$ cat config.mk
export PLATFORM = sky130hd
export DESIGN_NAME = vga_timing_controller
export DESIGN_NICKNAME = d
export VERILOG_FILES = /design/src/rtl/vga_pkg.sv /design/src/rtl/vga_pixel_tick.sv /design/src/rtl/vga_timing_controller.sv
export SDC_FILE = /design/constraint.sdc
export NUM_CORES = 1
export LEC_CHECK = 0
export BUFFER_PORTS_ARGS = -buffer_cell sky130_fd_sc_hd__buf_2
export CORE_MARGIN = 3
export CORE_UTILIZATION = 50
export CTS_BUF_LIST = sky130_fd_sc_hd__clkbuf_2
export CTS_CLUSTER_DIAMETER = 150
export DETAILED_ROUTE_END_ITERATION = 7
export GPL_ROUTABILITY_DRIVEN = 0
export PLACE_DENSITY = 0.71
export SLEW_MARGIN = 20
export SYNTH_ARGS = -nofsm -noshare
export SYNTH_HDL_FRONTEND = slang
export SYNTH_SLANG_ARGS = --single-unit
$ cat constraint.sdc
create_clock -name clock -period 8.3 [get_ports clock]
set_input_delay 0.415 -clock clock [delete_from_list [all_inputs] [get_ports clock]]
set_output_delay 0.415 -clock clock [all_outputs]
set_load 0.05 [all_outputs]
$ cat src/rtl/vga_pkg.sv
// Shared VGA timing constants and the phase encoding used by the
// horizontal and vertical sequencers.
package vga_pkg;

  // 640x480 @ 60 Hz from a 50 MHz board clock
  localparam int DEF_PIX_DIV   = 2;
  localparam int DEF_H_VISIBLE = 640;
  localparam int DEF_H_FRONT   = 16;
  localparam int DEF_H_SYNC    = 96;
  localparam int DEF_H_BACK    = 48;
  localparam int DEF_V_VISIBLE = 480;
  localparam int DEF_V_FRONT   = 10;
  localparam int DEF_V_SYNC    = 2;
  localparam int DEF_V_BACK    = 33;

  localparam int H_TOTAL = DEF_H_VISIBLE + DEF_H_FRONT + DEF_H_SYNC + DEF_H_BACK;
  localparam int V_TOTAL = DEF_V_VISIBLE + DEF_V_FRONT + DEF_V_SYNC + DEF_V_BACK;

  localparam int COORD_W   = 10;
  localparam int COORD_MAX = 1 << COORD_W;

  typedef enum logic [1:0] {
    VIS = 2'd0,
    FP  = 2'd1,
    SY  = 2'd2,
    BP  = 2'd3
  } phase_t;

endpackage

$ cat src/rtl/vga_pixel_tick.sv
// Pixel-rate enable generator: one-clock pulse every PIX_DIV enabled clocks.
// The count freezes while enable is low so a pending tick is not lost.
module vga_pixel_tick #(
  parameter int PIX_DIV = 2
) (
  input  logic clock,
  input  logic reset,
  input  logic enable,
  output logic pix_tick
);

  localparam int CW = (PIX_DIV > 1) ? $clog2(PIX_DIV) : 1;
  localparam logic [CW-1:0] LAST = CW'(PIX_DIV - 1);

  generate
    if (PIX_DIV < 1) begin : g_div_check
      $error("vga_pixel_tick: PIX_DIV must be at least 1");
    end
  endgenerate

  logic [CW-1:0] cnt;

  always_ff @(posedge clock) begin
    if (reset) begin
      cnt <= '0;
    end else if (enable) begin
      cnt <= (cnt == LAST) ? '0 : cnt + CW'(1);
    end
  end

  // Gated combinationally so the tick drops the same cycle enable or reset does
  assign pix_tick = enable & ~reset & (cnt == LAST);

endmodule

$ cat src/rtl/vga_timing_controller.sv
// VGA raster sequencer: pixel divider, horizontal/vertical phase FSMs, and
// registered sync/blank/coordinate/strobe outputs aligned with x,y.
module vga_timing_controller
  import vga_pkg::*;
#(
  parameter int   PIX_DIV     = DEF_PIX_DIV,
  parameter int   H_VISIBLE   = DEF_H_VISIBLE,
  parameter int   H_FRONT     = DEF_H_FRONT,
  parameter int   H_SYNC      = DEF_H_SYNC,
  parameter int   H_BACK      = DEF_H_BACK,
  parameter int   V_VISIBLE   = DEF_V_VISIBLE,
  parameter int   V_FRONT     = DEF_V_FRONT,
  parameter int   V_SYNC      = DEF_V_SYNC,
  parameter int   V_BACK      = DEF_V_BACK,
  parameter logic SYNC_ACTIVE = 1'b0
) (
  input  logic               clock,
  input  logic               reset,
  input  logic               enable,
  output logic               pix_tick,
  output logic               hsync,
  output logic               vsync,
  output logic               video_on,
  output logic [COORD_W-1:0] x,
  output logic [COORD_W-1:0] y,
  output logic               line_start,
  output logic               frame_start
);

  localparam int HT = H_VISIBLE + H_FRONT + H_SYNC + H_BACK;
  localparam int VT = V_VISIBLE + V_FRONT + V_SYNC + V_BACK;

  generate
    if (HT > COORD_MAX || VT > COORD_MAX) begin : g_total_check
      $error("vga_timing_controller: line or frame total exceeds counter range");
    end
  endgenerate

  localparam logic [COORD_W-1:0] H_FP_AT = COORD_W'(H_VISIBLE);
  localparam logic [COORD_W-1:0] H_SY_AT = COORD_W'(H_VISIBLE + H_FRONT);
  localparam logic [COORD_W-1:0] H_BP_AT = COORD_W'(H_VISIBLE + H_FRONT + H_SYNC);
  localparam logic [COORD_W-1:0] H_LAST  = COORD_W'(HT - 1);
  localparam logic [COORD_W-1:0] V_FP_AT = COORD_W'(V_VISIBLE);
  localparam logic [COORD_W-1:0] V_SY_AT = COORD_W'(V_VISIBLE + V_FRONT);
  localparam logic [COORD_W-1:0] V_BP_AT = COORD_W'(V_VISIBLE + V_FRONT + V_SYNC);
  localparam logic [COORD_W-1:0] V_LAST  = COORD_W'(VT - 1);

  phase_t             h_st, h_nxt;
  phase_t             v_st, v_nxt;
  logic [COORD_W-1:0] x_nxt, y_nxt;
  logic               adv, x_wrap, y_wrap;

  vga_pixel_tick #(
    .PIX_DIV(PIX_DIV)
  ) u_pixel_tick (
    .clock   (clock),
    .reset   (reset),
    .enable  (enable),
    .pix_tick(pix_tick)
  );

  assign adv    = pix_tick;
  assign x_wrap = (x == H_LAST);
  assign y_wrap = (y == V_LAST);

  // Next raster position and phases; the vertical FSM only moves on a line wrap
  always_comb begin
    x_nxt = x;
    y_nxt = y;
    h_nxt = h_st;
    v_nxt = v_st;
    if (adv) begin
      x_nxt = x_wrap ? '0 : x + COORD_W'(1);
      if (x_wrap) begin
        y_nxt = y_wrap ? '0 : y + COORD_W'(1);
      end
      case (h_st)
        VIS:     if (x_nxt == H_FP_AT) h_nxt = FP;
        FP:      if (x_nxt == H_SY_AT) h_nxt = SY;
        SY:      if (x_nxt == H_BP_AT) h_nxt = BP;
        BP:      if (x_wrap)           h_nxt = VIS;
        default:                       h_nxt = VIS;
      endcase
      if (x_wrap) begin
        case (v_st)
          VIS:     if (y_nxt == V_FP_AT) v_nxt = FP;
          FP:      if (y_nxt == V_SY_AT) v_nxt = SY;
          SY:      if (y_nxt == V_BP_AT) v_nxt = BP;
          BP:      if (y_wrap)           v_nxt = VIS;
          default:                       v_nxt = VIS;
        endcase
      end
    end
  end

  // Outputs decode the next state so they change on the same edge as x,y
  always_ff @(posedge clock) begin
    if (reset) begin
      x           <= '0;
      y           <= '0;
      h_st        <= VIS;
      v_st        <= VIS;
      hsync       <= ~SYNC_ACTIVE;
      vsync       <= ~SYNC_ACTIVE;
      video_on    <= 1'b0;
      line_start  <= 1'b0;
      frame_start <= 1'b0;
    end else begin
      line_start  <= adv & x_wrap;
      frame_start <= adv & x_wrap & y_wrap;
      if (enable) begin
        x        <= x_nxt;
        y        <= y_nxt;
        h_st     <= h_nxt;
        v_st     <= v_nxt;
        hsync    <= (h_nxt == SY) ? SYNC_ACTIVE : ~SYNC_ACTIVE;
        vsync    <= (v_nxt == SY) ? SYNC_ACTIVE : ~SYNC_ACTIVE;
        video_on <= (h_nxt == VIS) && (v_nxt == VIS);
      end
    end
  end

endmodule

Word-level counts from Yosys, hierarchy flattened
Cells that the tools add are included.
- muxes and demuxes: 20
- bitwise operators: 5
- equality and inequality tests: 16
- add/subtract/negate cells: 3
- reductions and logical operators: 6
- operator list (operator ; count):
    $eq 10x10->1 const B ; 5
    $mux 10 ; 4
    $eq 10x9->1 const B ; 3
    $mux 2 ; 11
    $add 10x1->10 const B ; 2
    $pmux 2 s4 ; 2
    $eq 2x2->1 const B ; 6
    $logic_not 2->1 ; 4
    $and 1x1->1 ; 4
    $eq 2x1->1 const B ; 2
    $mux 1 ; 3
    $reduce_and 2->1 ; 1
    $add 1x1->1 const B ; 1
    $logic_and 1x1->1 ; 1
    $not 1->1 ; 1
- word-level logic and storage cells: 60
- bits in registers: 30

Longest topological paths before layout
Gate-level depths: netlist of the first run.
- depth in word-level cells: 11
- depth in mapped cells: 11
- depth with buffers taken out: 9

Modules after synthesis
A second synthesis of the first run with hierarchy kept.
- cell total of the unflattened synthesis: 272
- area total of the unflattened synthesis: 2087.0 um2
- modules (own cells, without submodules) (module ; area each (um2) ; cells each ; instances ; sequential area each (um2)):
    vga_timing_controller ; 2047.0 ; 267 ; 1 ; 580.6
    vga_pixel_tick ; 40.0 ; 5 ; 1 ; 20.0

Worst setup path before layout of the first run
Ideal clock, no wire load.
- path type: reg2reg
- from: register x[0]
- to: register hsync
- data arrival time: 2924 ps
- required time: 8179 ps
- cell stages (with the launch flop): 9
- setup time: 121 ps
- period minus slack after synthesis: 3046 ps
- setup slack: 5254 ps
- path buffers: 0
- cells stage by stage: dfxtp_1 ha_1 and2_1 nor3b_1 o211ai_1 or3_1 or4_4 a2111oi_4 o21bai_1
- cells in the longest elaborated chain, start to end: 8
- elaborated cells between the ends (all ways): 14
- RTL lines (what ; RTL line ; source):
    start, declared ; vga_timing_controller.sv:24 ; output logic [COORD_W-1:0] x,
    start signal, assigned ; vga_timing_controller.sv:112 ; x <= x_nxt;
    $add 10x1->10 or $eq 10x10->1 (tied branches) ; vga_timing_controller.sv:73, vga_timing_controller.sv:63 ;
    $mux 10 ; vga_timing_controller.sv:73 ; x_nxt = x_wrap ? '0 : x + COORD_W'(1);
    $eq 10x10->1, on equally long branches ; vga_timing_controller.sv:80, vga_timing_controller.sv:78, vga_timing_controller.sv:79 ;
    $mux 2, on equally long branches ; vga_timing_controller.sv:80, vga_timing_controller.sv:78, vga_timing_controller.sv:79 ;
    $pmux 2 s4 (*) ; vga_timing_controller.sv:77 ; case (h_st)
    $mux 2 (*) ; vga_timing_controller.sv:72 ; if (adv) begin
    $eq 2x2->1 (*) ; vga_timing_controller.sv:116 ; hsync <= (h_nxt == SY) ? SYNC_ACTIVE : ~SYNC_ACTIVE;
    $mux 1 (*) ; vga_timing_controller.sv:116 ;
    end signal, assigned ; vga_timing_controller.sv:103 ; hsync <= ~SYNC_ACTIVE;
    end signal, assigned ; vga_timing_controller.sv:116 ;
    end, declared ; vga_timing_controller.sv:21 ; output logic hsync,
Mark *: on every way between the ends. The rest lies on a longest branch, timed or not.
A chain may end at the register's enable or synchronous reset.

Worst setup path after layout of the first run
- from: register x[0]
- to: register video_on
- cells in the longest elaborated chain, start to end: 10
- elaborated cells between the ends (all ways): 26
- RTL lines (what ; RTL line ; source):
    branches (longest 9 deep; another with $add 10x1->10) ; -- ;
    $logic_and 1x1->1 (*) ; vga_timing_controller.sv:118 ; video_on <= (h_nxt == VIS) && (v_nxt == VIS);
    end signal, assigned ; vga_timing_controller.sv:118 ;
    end, declared ; vga_timing_controller.sv:23 ; output logic video_on,
Every way passes the cells marked *. The select of a mux whose other input is x is not followed.

==> results.txt, run 1 <==
Fin nets = 295
DRT antenna net count = 0
Tightest Hold Check Type = in2reg
Area leader, netlist = dfxtp_1
Final Skew = 11.87 ps
Worst-Skew Late Latency = 370 ps
Resized cells post-CTS = 0
Sequential area share after synthesis = 28.59%
Critical path peak fanout = 16
Psw = 63.18 µW
First-pass DRT Iterations = 4
Final cycle utilization of the critical path = 39.85%
Global-route wire length before repair = 8404 µm
Final instance area = 2246 µm²
Worst Path Required = 8570 ps
Final hold violation count = 0
Power share of the sequential group = 62.8%
Synth Area in Compound Gates = 22.04%
CTS buffer count = 5
Final Setup Violations = 0
Synth Area in XOR/XNOR = 5.003%
# hold bufs at CTS = 0
Overflow after GRT = 0
Reg-to-reg setup timing slack = 4990 ps
Post-route minimum period = 3308 ps
Core ar. = 3854 µm²
Crit-path max cell delay = 870 ps
Sw frac = 26.86%
P_leak = 0.0008305 µW
Ys Warns = 0
Pwr dens = 104.7 nW/µm²
CP Cell Sequence = ha_1, nand4_4, nor3_2, nand4_1, a2111oi_0, nand4_1, and2_1, a31o_2
Slew @ Worst Pin = 1025 ps
Synth Register Bits = 30
H-tree levels = 2
Sink Count = 30
Post-synth net total = 277
Max Clock Freq = 302.3 MHz
Critical path's most frequent cell = nand4_1
Largest family of logic cells by synthesized area = simple AND/OR/NAND/NOR gates
Adder-cell share of the synthesized area = 2.382%
Initial antenna violation count = 0
Synthesized area = 2101 µm²
Buffers on Ports = 28
Syn Inst Count = 270
Area Overhead vs Synth = 6.909%
Worst setup EP type = register
Vias in the first global route = 1700
Critical-path top delay cell = nor3_2
CTS max path bufs = 2
Area of the die = 5015 µm²
Reg-to-Reg Start = x[0]
Clk pwr share = 30.3%
I/O pin count = 29
DR vias = 2078
Post-synth top area share = 28.59%
Most instantiated cells after synthesis = 30 x dfxtp_1, 28 x nor2_1, 17 x a21oi_1, 16 x inv_1, 16 x nand2_1
Die X = 70.82 µm
Clock slew at the register clock pins of the worst setup and hold paths = 150 ps
EDFF count, synth = 0
Post-DP HPWL = 3700 µm
Placed Area = 2211 µm²
Combinational power share = 6.9%
Worst setup path startpoint = x[0]
Starting Density = 54.51%
Ys async rst share = 0%
Maximum VDD drop = 60.95 µV
CP arrival = 3580 ps
Outcome = completed
Row count = 22
Largest cells by area after synthesis = dfxtp_1 29%, nor2_1 5.0%, a21oi_1 4.1%
Max-cap viol count = 0
Fraction of layout cells with a size suffix above 1 = 15.97%
GRT Total Usage = 20.71%
Final slew viol count = 0
Post-Synth Simple-Gate Area = 33.83%
Hold WS = 395.6 ps
Largest net degree at the start of global routing = 32
Rel. slew slack = 31.28%
ANT cells = 0
Final WL = 5136 µm
Clk root buf = clkbuf_2
Most common cell in the netlist = dfxtp_1
Setup TNS = 0 ps
Detailed Route Iter0 Violations = 176
P_int = 172.0 µW
Top_reg_cell synth = dfxtp_1
Die height = 70.82 µm
Post-synthesis cell type count = 58
Wire per inst = 15.29 µm
Hold_sp = enable
Multiplexer share of the synthesized area = 1.013%
Critical Path Source Type = register
Number of vias per cell = 6.185
Unrepaired setup endpoints after global routing = false
Crit Path Class = reg2reg
CTS tree = yes
Setup bufs post-CTS = 0
Syn_area_per_cell = 7.781 µm²
DRC = 0
==> state kept, by name, summed over array words and instances, names as in the netlist <==
name              flops
vsync                 1
line_start            1
u_pixel_tick.cnt      1
x                    10
video_on              1
h_st                  2
y                    10
v_st                  2
frame_start           1
hsync                 1
==> layout make-up <==
type | count | area (µm²)
Fill cell | 396 | 1608
Sequential cell | 30 | 600.6
Timing Repair Buffer | 28 | 140.1
Tap cell | 48 | 60.06
Inverter | 16 | 60.06
Multi-Input combinational cell | 207 | 1350
Clock buffer | 7 | 35.03
==> power groups by stage <==
stage	logic [µW]	registers [µW]	clock network, µW
floorplan	10.2	154	0
global placement	16.2	151	0
detailed placement	16.3	151	0
CTS	16.2	148	74.7
global route	17.6	148	81.6
finish	16.2	148	71.3
==> routing by layer <==
metal / global-route usage, % / wire length, µm
met5: 0 / 0
met4: 6.681 / 78
met3: 4.972 / 388
met2: 29.15 / 2224
met1: 30.84 / 2445
==> worst paths after layout <==
kind                                    endpoint  cells after the start
worst min register to register             hsync                      2
worst max register to register          video_on                      8
worst max-delay path                    video_on                      8
worst min-delay path            u_pixel_tick.cnt                      3
==> metrics by stage <==
step,utilization [%],worst slack (ps),instances,total power (µW)
final,58.28,4992,336,235.2
after floorplan,-,5254,270,163.8
after detailed placement,57.37,5118,329,167.1
after global placement,57.37,5243,329,166.9
after global routing,58.28,4789,336,247.3
after CTS,58.28,5081,336,238.7
==> cells by family after synthesis <==
group / count (synthesis)
AND/OR/NAND/NOR: 122
XOR/XNOR: 12
buffers and inverters: 33
adder cells (fa/ha/maj): 4
multiplexers: 2
flip-flops: 30
AO/OA/AOI/OAI: 67
==> critical path: cells and delay by family, from the launching register on <==
kind,cells,cell delay (ps)
flip-flops,1,530
AND/OR/NAND/NOR,5,1680
AO/OA/AOI/OAI,2,660
adder cells (fa/ha/maj),1,340
==> placed cells by master (no fill, tap or decap), types with 6 or more instances in the layout <==
cell,netlist,layout
xnor2_1,9,9
buf_2,3,28
nor3_1,14,14
a31oi_1,6,6
nand3_1,11,11
inv_1,16,16
o21ai_0,12,12
dfxtp_1,30,30
nor2_1,28,28
nand2_1,16,16
a21oi_1,17,17
clkbuf_2,0,7
nand4_1,9,9
Power figures use the tool's default switching activity.
==> run 2, diff against run 1 <==
PLACE_DENSITY = 0.74   (was 0.71)
clock period = 2.67 ns   (was 8.3 ns; I/O delays follow)
==> run 2 against run 1 <==
Fmax grew 34%. Clock-buffer cell count shrank 2. Worst setup slack lost 4800 ps. Flip-flop and latch count is the same. Utilization grew 3.8 points. Highest routed layer unchanged. Largest cell class unchanged.
==> results.txt, run 2 (same netlist as run 1, synthesis figures left out) <==
Outcome = completed
DR vias = 2118 (+1.9%)
Wire per inst = 14.99 µm (-2.0%)
DRC = 0 (unchanged)
H-tree levels = 2 (unchanged)
Sink Count = 30 (unchanged)
First-pass DRT Iterations = 4 (unchanged)
Crit Path Class = reg2reg
CP bufs+invs = 0 (unchanged)
FILL cells = 379 (-4.3%)
DRT antenna net count = 0 (unchanged)
Tightest Hold Check Type = in2reg
Detailed Route Iter0 Violations = 285 (+62%)
Area of the die = 5015 µm² (unchanged)
Final Skew = 9.977 ps (-1.889 ps)
Critical Path Source Type = register
Area Overhead vs Synth = 13.82%
Worst setup EP type = register
Pwr dens = 307.2 nW/µm² (+190%)
CTS buffer count = 5 (unchanged)
Largest net degree at the start of global routing = 31 (-3.1%)
Final hold violation count = 0 (unchanged)
Critical-path top delay cell = or4_4
Fraction of layout cells with a size suffix above 1 = 22.77% (+6.8 points)
GRT Total Usage = 22.08% (+1.4 points)
Max Clock Freq = 406.0 MHz (+34%)
CTS tree = yes
Fin nets = 309 (+4.7%)
Critical path peak fanout = 11 (-5)
Global-route wire length before repair = 9087 µm (+8.1%)
Overflow after GRT = 0 (unchanged)
P_leak = 0.0009062 µW (+9.1%)
Setup bufs post-CTS = 0 (unchanged)
Clk root buf = clkbuf_2
Buffers on Ports = 28 (unchanged)
Pre-CTS WS = 153.5 ps (-4965 ps)
Post-DP HPWL = 3746 µm (+1.2%)
Final slew viol count = 0 (unchanged)
Slew @ Worst Pin = 486.3 ps (-539.0 ps)
Final Setup Violations = 0 (unchanged)
Core ar. = 3854 µm² (unchanged)
Final WL = 5260 µm (+2.4%)
Maximum VDD drop = 246.0 µV (+300%)
Number of vias per cell = 6.034 (-2.4%)
Final cycle utilization of the critical path = 92.24% (+52 points)
Crit-path max cell delay = 550 ps (-320 ps)
Die height = 70.82 µm (unchanged)
Final WS setup = 207.2 ps (-4785 ps)
Row count = 22 (unchanged)
CP Cell Sequence = nand2_2, nor4_4, xnor2_1, or3_1, or4_4, a2111oi_4, o21bai_1
Post-route minimum period = 2463 ps (-844.7 ps)
Crit path max-delay family = simple AND/OR/NAND/NOR gates
Clock slew at the register clock pins of the worst setup and hold paths = 160 ps (about the same)
ANT cells = 0 (unchanged)
CP arrival = 2760 ps (-820 ps)
Worst-Skew Late Latency = 380 ps (about the same)
Setup TNS = 0 ps (unchanged)
Initial antenna violation count = 0 (unchanged)
Worst Path Required = 2960 ps (-5610 ps)
Unrepaired setup endpoints after global routing = false
CTS max path bufs = 2 (unchanged)
Starting Density = 54.51% (unchanged)
Regs by FF count = x x10, y x10
Most frequent cells in the layout = 28 x nor2_1, 28 x buf_2, 22 x dfxtp_1
Rel. slew slack = 67.50% (+36 points)
Max-cap viol count = 0 (unchanged)
Vias in the first global route = 1910 (+12%)
Die X = 70.82 µm (unchanged)
I/O pin count = 29 (unchanged)
## run 2: changes by cell type in the layout (fill, tap and decap cells not counted), moves of 2 or more
cell      delta
buf_4       +14
clkbuf_2     -2
clkinv_1     +3
dfxtp_1      -8
dfxtp_2      +6
dfxtp_4      +2
## run 2: cell type report
cell class                 instances  area (µm²)  area share (%)
tap                               48       60.06           2.512
timing repair buffer              42       245.2           10.26
sequential                        30       615.6           25.75
clock inverter                     3       11.26          0.4710
multi-input combinational        207        1374           57.46
clock buffer                       5       25.02           1.047
inverter                          16       60.06           2.512
## run 2: path summary, 6_finish.rpt
kind / from / to / slack (ps) / cells after the start
min reg2reg: hsync / hsync / 520 / 2
max: x[3] / hsync / 210 / 7
max reg2reg: x[3] / hsync / 210 / 7
min: enable / u_pixel_tick.cnt / 90 / 3
## run 2: repair_timing
action | 4_1_cts | 5_1_grt
gates resized for setup | 0 | 4
endpoints found under the setup margin | 0 | 3
hold buffers | 0 | 0
## run 2: worst reg2reg max path, stage by stage, from the launching register on
cell and delay, ps:
dfxtp_2 490, nand2_2 130, nor4_4 330, xnor2_1 120, or3_1 340, or4_4 550
a2111oi_4 340, o21bai_1 90
## run 2: per-layer routing
| layer | up-vias | track usage, % | part of all wire (%) |
|---|---|---|---|
| met4 | 0 | 8.351 | 1.6 |
| met5 | - | 0 | 0 |
| li1 | 1055 | - | - |
| met1 | 984 | 32.00 | 50 |
| met2 | 72 | 31.51 | 41 |
| met3 | 7 | 5.256 | 7.1 |
## run 2: where the power goes
group / leakage, µW / switching, µW / total [µW] / internal [µW]
clock network: 0.0000255 / 164 / 219 / 55.7
logic: 0.000634 / 41.8 / 59.0 / 17.2
registers: 0.000247 / 4.00 / 456 / 452
total: 0.000906 / 209 / 735 / 525
## run 2: metrics by stage
step           cells  cell area, µm²  utilization [%]  total power (µW)  hold slack, ps
3_3_place_gp     343            2333            60.55             522.3           484.5
4_1_cts          351            2370            61.49             743.5           68.63
5_1_grt          351            2391            62.05             766.6           109.6
2_1_floorplan    270            2118                -             508.1           408.3
6_report         351            2391            62.05             734.6           88.97
3_5_place_dp     343            2333            60.55             523.4           488.3
==> run 3, diff against run 2 <==
GPL_TIMING_DRIVEN = 0   (was unset)
PLACE_DENSITY = 0.84   (was 0.74)
==> run 3 against run 2 <==
Routed wire length rose by 13%. Worst hold slack got worse by 33 ps. Sequential power barely moved. Register-to-register slack got worse by 100 ps. Utilization rose by 2.3 points. Critical path depth rose by 1. Clock power rose by 5%. Clock-buffer cell count rose by 2. Final area rose by 3.7%. Fmax fell by 4.1%. Combinational power rose by 2%. Clock skew fell by 3.1 ps. Highest routed layer unchanged.
==> results.txt, run 3 (same netlist as run 1, synthesis figures left out) <==
Critical-path top delay cell = or4_1
Clock slew at the register clock pins of the worst setup and hold paths = 160 ps (about the same)
Final slew viol count = 0 (unchanged)
Power share of the sequential group = 61.1% (-1.0 points)
Combinational power share = 8.0% (about the same)
Most frequent cells in the layout = 29 x buf_2, 28 x nor2_1, 20 x dfxtp_1
Final WL = 5945 µm (+13%)
Hold depth = 3 (unchanged)
Maximum VDD drop = 176.1 µV (-28%)
Reg-to-reg setup timing slack = 100 ps (-100 ps)
Die height = 70.82 µm (unchanged)
Row count = 22 (unchanged)
Clk pwr share = 30.9% (+1.0 points)
GRT Total Usage = 22.98% (+0.90 points)
Outcome = completed
Critical Path Source Type = register
Pre-CTS WS = -318.9 ps (-472.3 ps)
Hold_sp = enable
Fraction of layout cells with a size suffix above 1 = 26.95% (+4.2 points)
Fin nets = 315 (+1.9%)
Clk root buf = clkbuf_2
Area Overhead vs Synth = 17.99%
Final Setup Violations = 0 (unchanged)
Critical path peak fanout = 9 (-2)
Commonest non-fill, non-tap cell in the layout = buf_2
H-tree levels = 2 (unchanged)
Tightest Hold Check Type = in2reg
Overflow after GRT = 0 (unchanged)
ANT cells = 0 (unchanged)
Worst-Skew Late Latency = 370 ps (about the same)
Core ar. = 3854 µm² (unchanged)
Global-route wire length before repair = 9321 µm (+2.6%)
Wire per inst = 16.70 µm (+11%)
Pwr dens = 302.6 nW/µm² (-1.5%)
CP bufs+invs = 1 (+1)
Max Clock Freq = 389.5 MHz (-4.1%)
Crit-path max cell delay = 580 ps (+30 ps)
Slew @ Worst Pin = 644.1 ps (+157.8 ps)
Number of vias per cell = 6.385 (+5.8%)
Rel. slew slack = 56.90% (-11 points)
Crit path max-delay family = simple AND/OR/NAND/NOR gates
Sink Count = 30 (unchanged)
Non-filler cells, final = 356 (+1.4%)
I/O pin count = 29 (unchanged)
Post-route minimum period = 2568 ps (+104.8 ps)
CTS max path bufs = 2 (unchanged)
Vias in the first global route = 2003 (+4.9%)
Post-DP HPWL = 3988 µm (+6.5%)
Sw frac = 28.19% (-0.32 points)
Worst Path Required = 2960 ps (about the same)
CTS buffer count = 5 (unchanged)
Die X = 70.82 µm (unchanged)
CTS tree = yes
Reg-to-Reg End = video_on
R2R cell count = 8 (+1)
# hold bufs at CTS = 0 (unchanged)
Initial antenna violation count = 0 (unchanged)
Area of the die = 5015 µm² (unchanged)
Detailed Route Iter0 Violations = 480 (+68%)
First-pass DRT Iterations = 5 (+1)
Setup TNS = 0 ps (unchanged)
DRT antenna net count = 0 (unchanged)
Total Power = 749.9 µW (+2.1%)
Buffers on Ports = 27 (-3.6%)
DRC = 0 (unchanged)
Regs by FF count = x x10, y x10
CP Cell Sequence = buf_2, and4bb_2, nand3_2, or4_1, a22oi_2, o2111a_1, nor3_2, a31o_2
Final cycle utilization of the critical path = 96.17% (+3.9 points)
P_int = 538.6 µW (+2.5%)
CP arrival = 2850 ps (+90 ps)
Hold EP = u_pixel_tick.cnt
Reg-to-Reg Start = x[6]
DP Cell Count = 345 (+0.58%)
Final Skew = 6.874 ps (-3.102 ps)
Worst setup EP type = register
DR vias = 2273 (+7.3%)
Final WS setup = 102.4 ps (-104.8 ps)
Crit Path Class = reg2reg
Starting Density = 54.51% (unchanged)
Max-cap viol count = 0 (unchanged)
Psw = 211.4 µW (+0.96%)
P_leak = 0.0009199 µW (+1.5%)
Largest net degree at the start of global routing = 11 (-65%)
Final hold violation count = 0 (unchanged)
-- run 3: cell type report --
| cell class | instances | area (µm²) |
|---|---|---|
| Timing Repair Buffer | 33 | 180.2 |
| Buffer | 15 | 83.83 |
| Clock buffer | 7 | 35.03 |
| Multi-Input combinational cell | 207 | 1441 |
| Fill cell | 330 | 1375 |
| Inverter | 16 | 60.06 |
| Tap cell | 48 | 60.06 |
| Sequential cell | 30 | 618.1 |
-- run 3: power groups by stage --
stage	Clock (µW)	Sequential [µW]	Combinational, µW
global placement	0	468	54.0
CTS	228	459	55.5
finish	231	458	60.2
global route	257	460	65.2
detailed placement	0	468	55.0
floorplan	0	477	31.6
-- run 3: worst max-delay path by stage --
| stage | startpoint | to | slack (ps) | cells after the start |
|---|---|---|---|---|
| floorplan | x[5] | hsync | 10 | 7 |
| global placement | x[0] | video_on | -190 | 9 |
| detailed placement | x[0] | video_on | -320 | 9 |
| CTS | x[6] | video_on | 0.5 | 8 |
| global route | y[0] | video_on | -8 | 9 |
| finish | x[6] | video_on | 100 | 8 |
-- run 3: layer usage --
metal | vias to the layer above | global-route usage, % | share of wire [%]
met3 | 22 | 4.688 | 8.2
met1 | 1034 | 30.11 | 44
met5 | - | 0 | 0
li1 | 1077 | - | -
met4 | 0 | 11.69 | 1.8
met2 | 140 | 35.63 | 46
-- run 3: repair_timing --
action                                  in CTS  in global routing
resized for setup                            5                 18
setup buffers                                0                  6
pin swaps                                    1                  4
endpoints found under the setup margin       5                  5
-- run 3: per-stage QoR --
stage               util (%)  cell area, µm²  hold slack, ps
global placement       60.03            2313           442.5
CTS                    61.49            2370           54.36
detailed placement     60.03            2313           452.1
floorplan                  -            2118           408.3
finish                 64.32            2479           56.37
global route           64.32            2479           28.50
-- run 3: worst min-delay path, delay by kind of cell --
kind | cells | cell delay [ps]
buffers and inverters | 1 | 130
xor gates and xnor gates | 1 | 70
and+or+nand+nor | 1 | 70
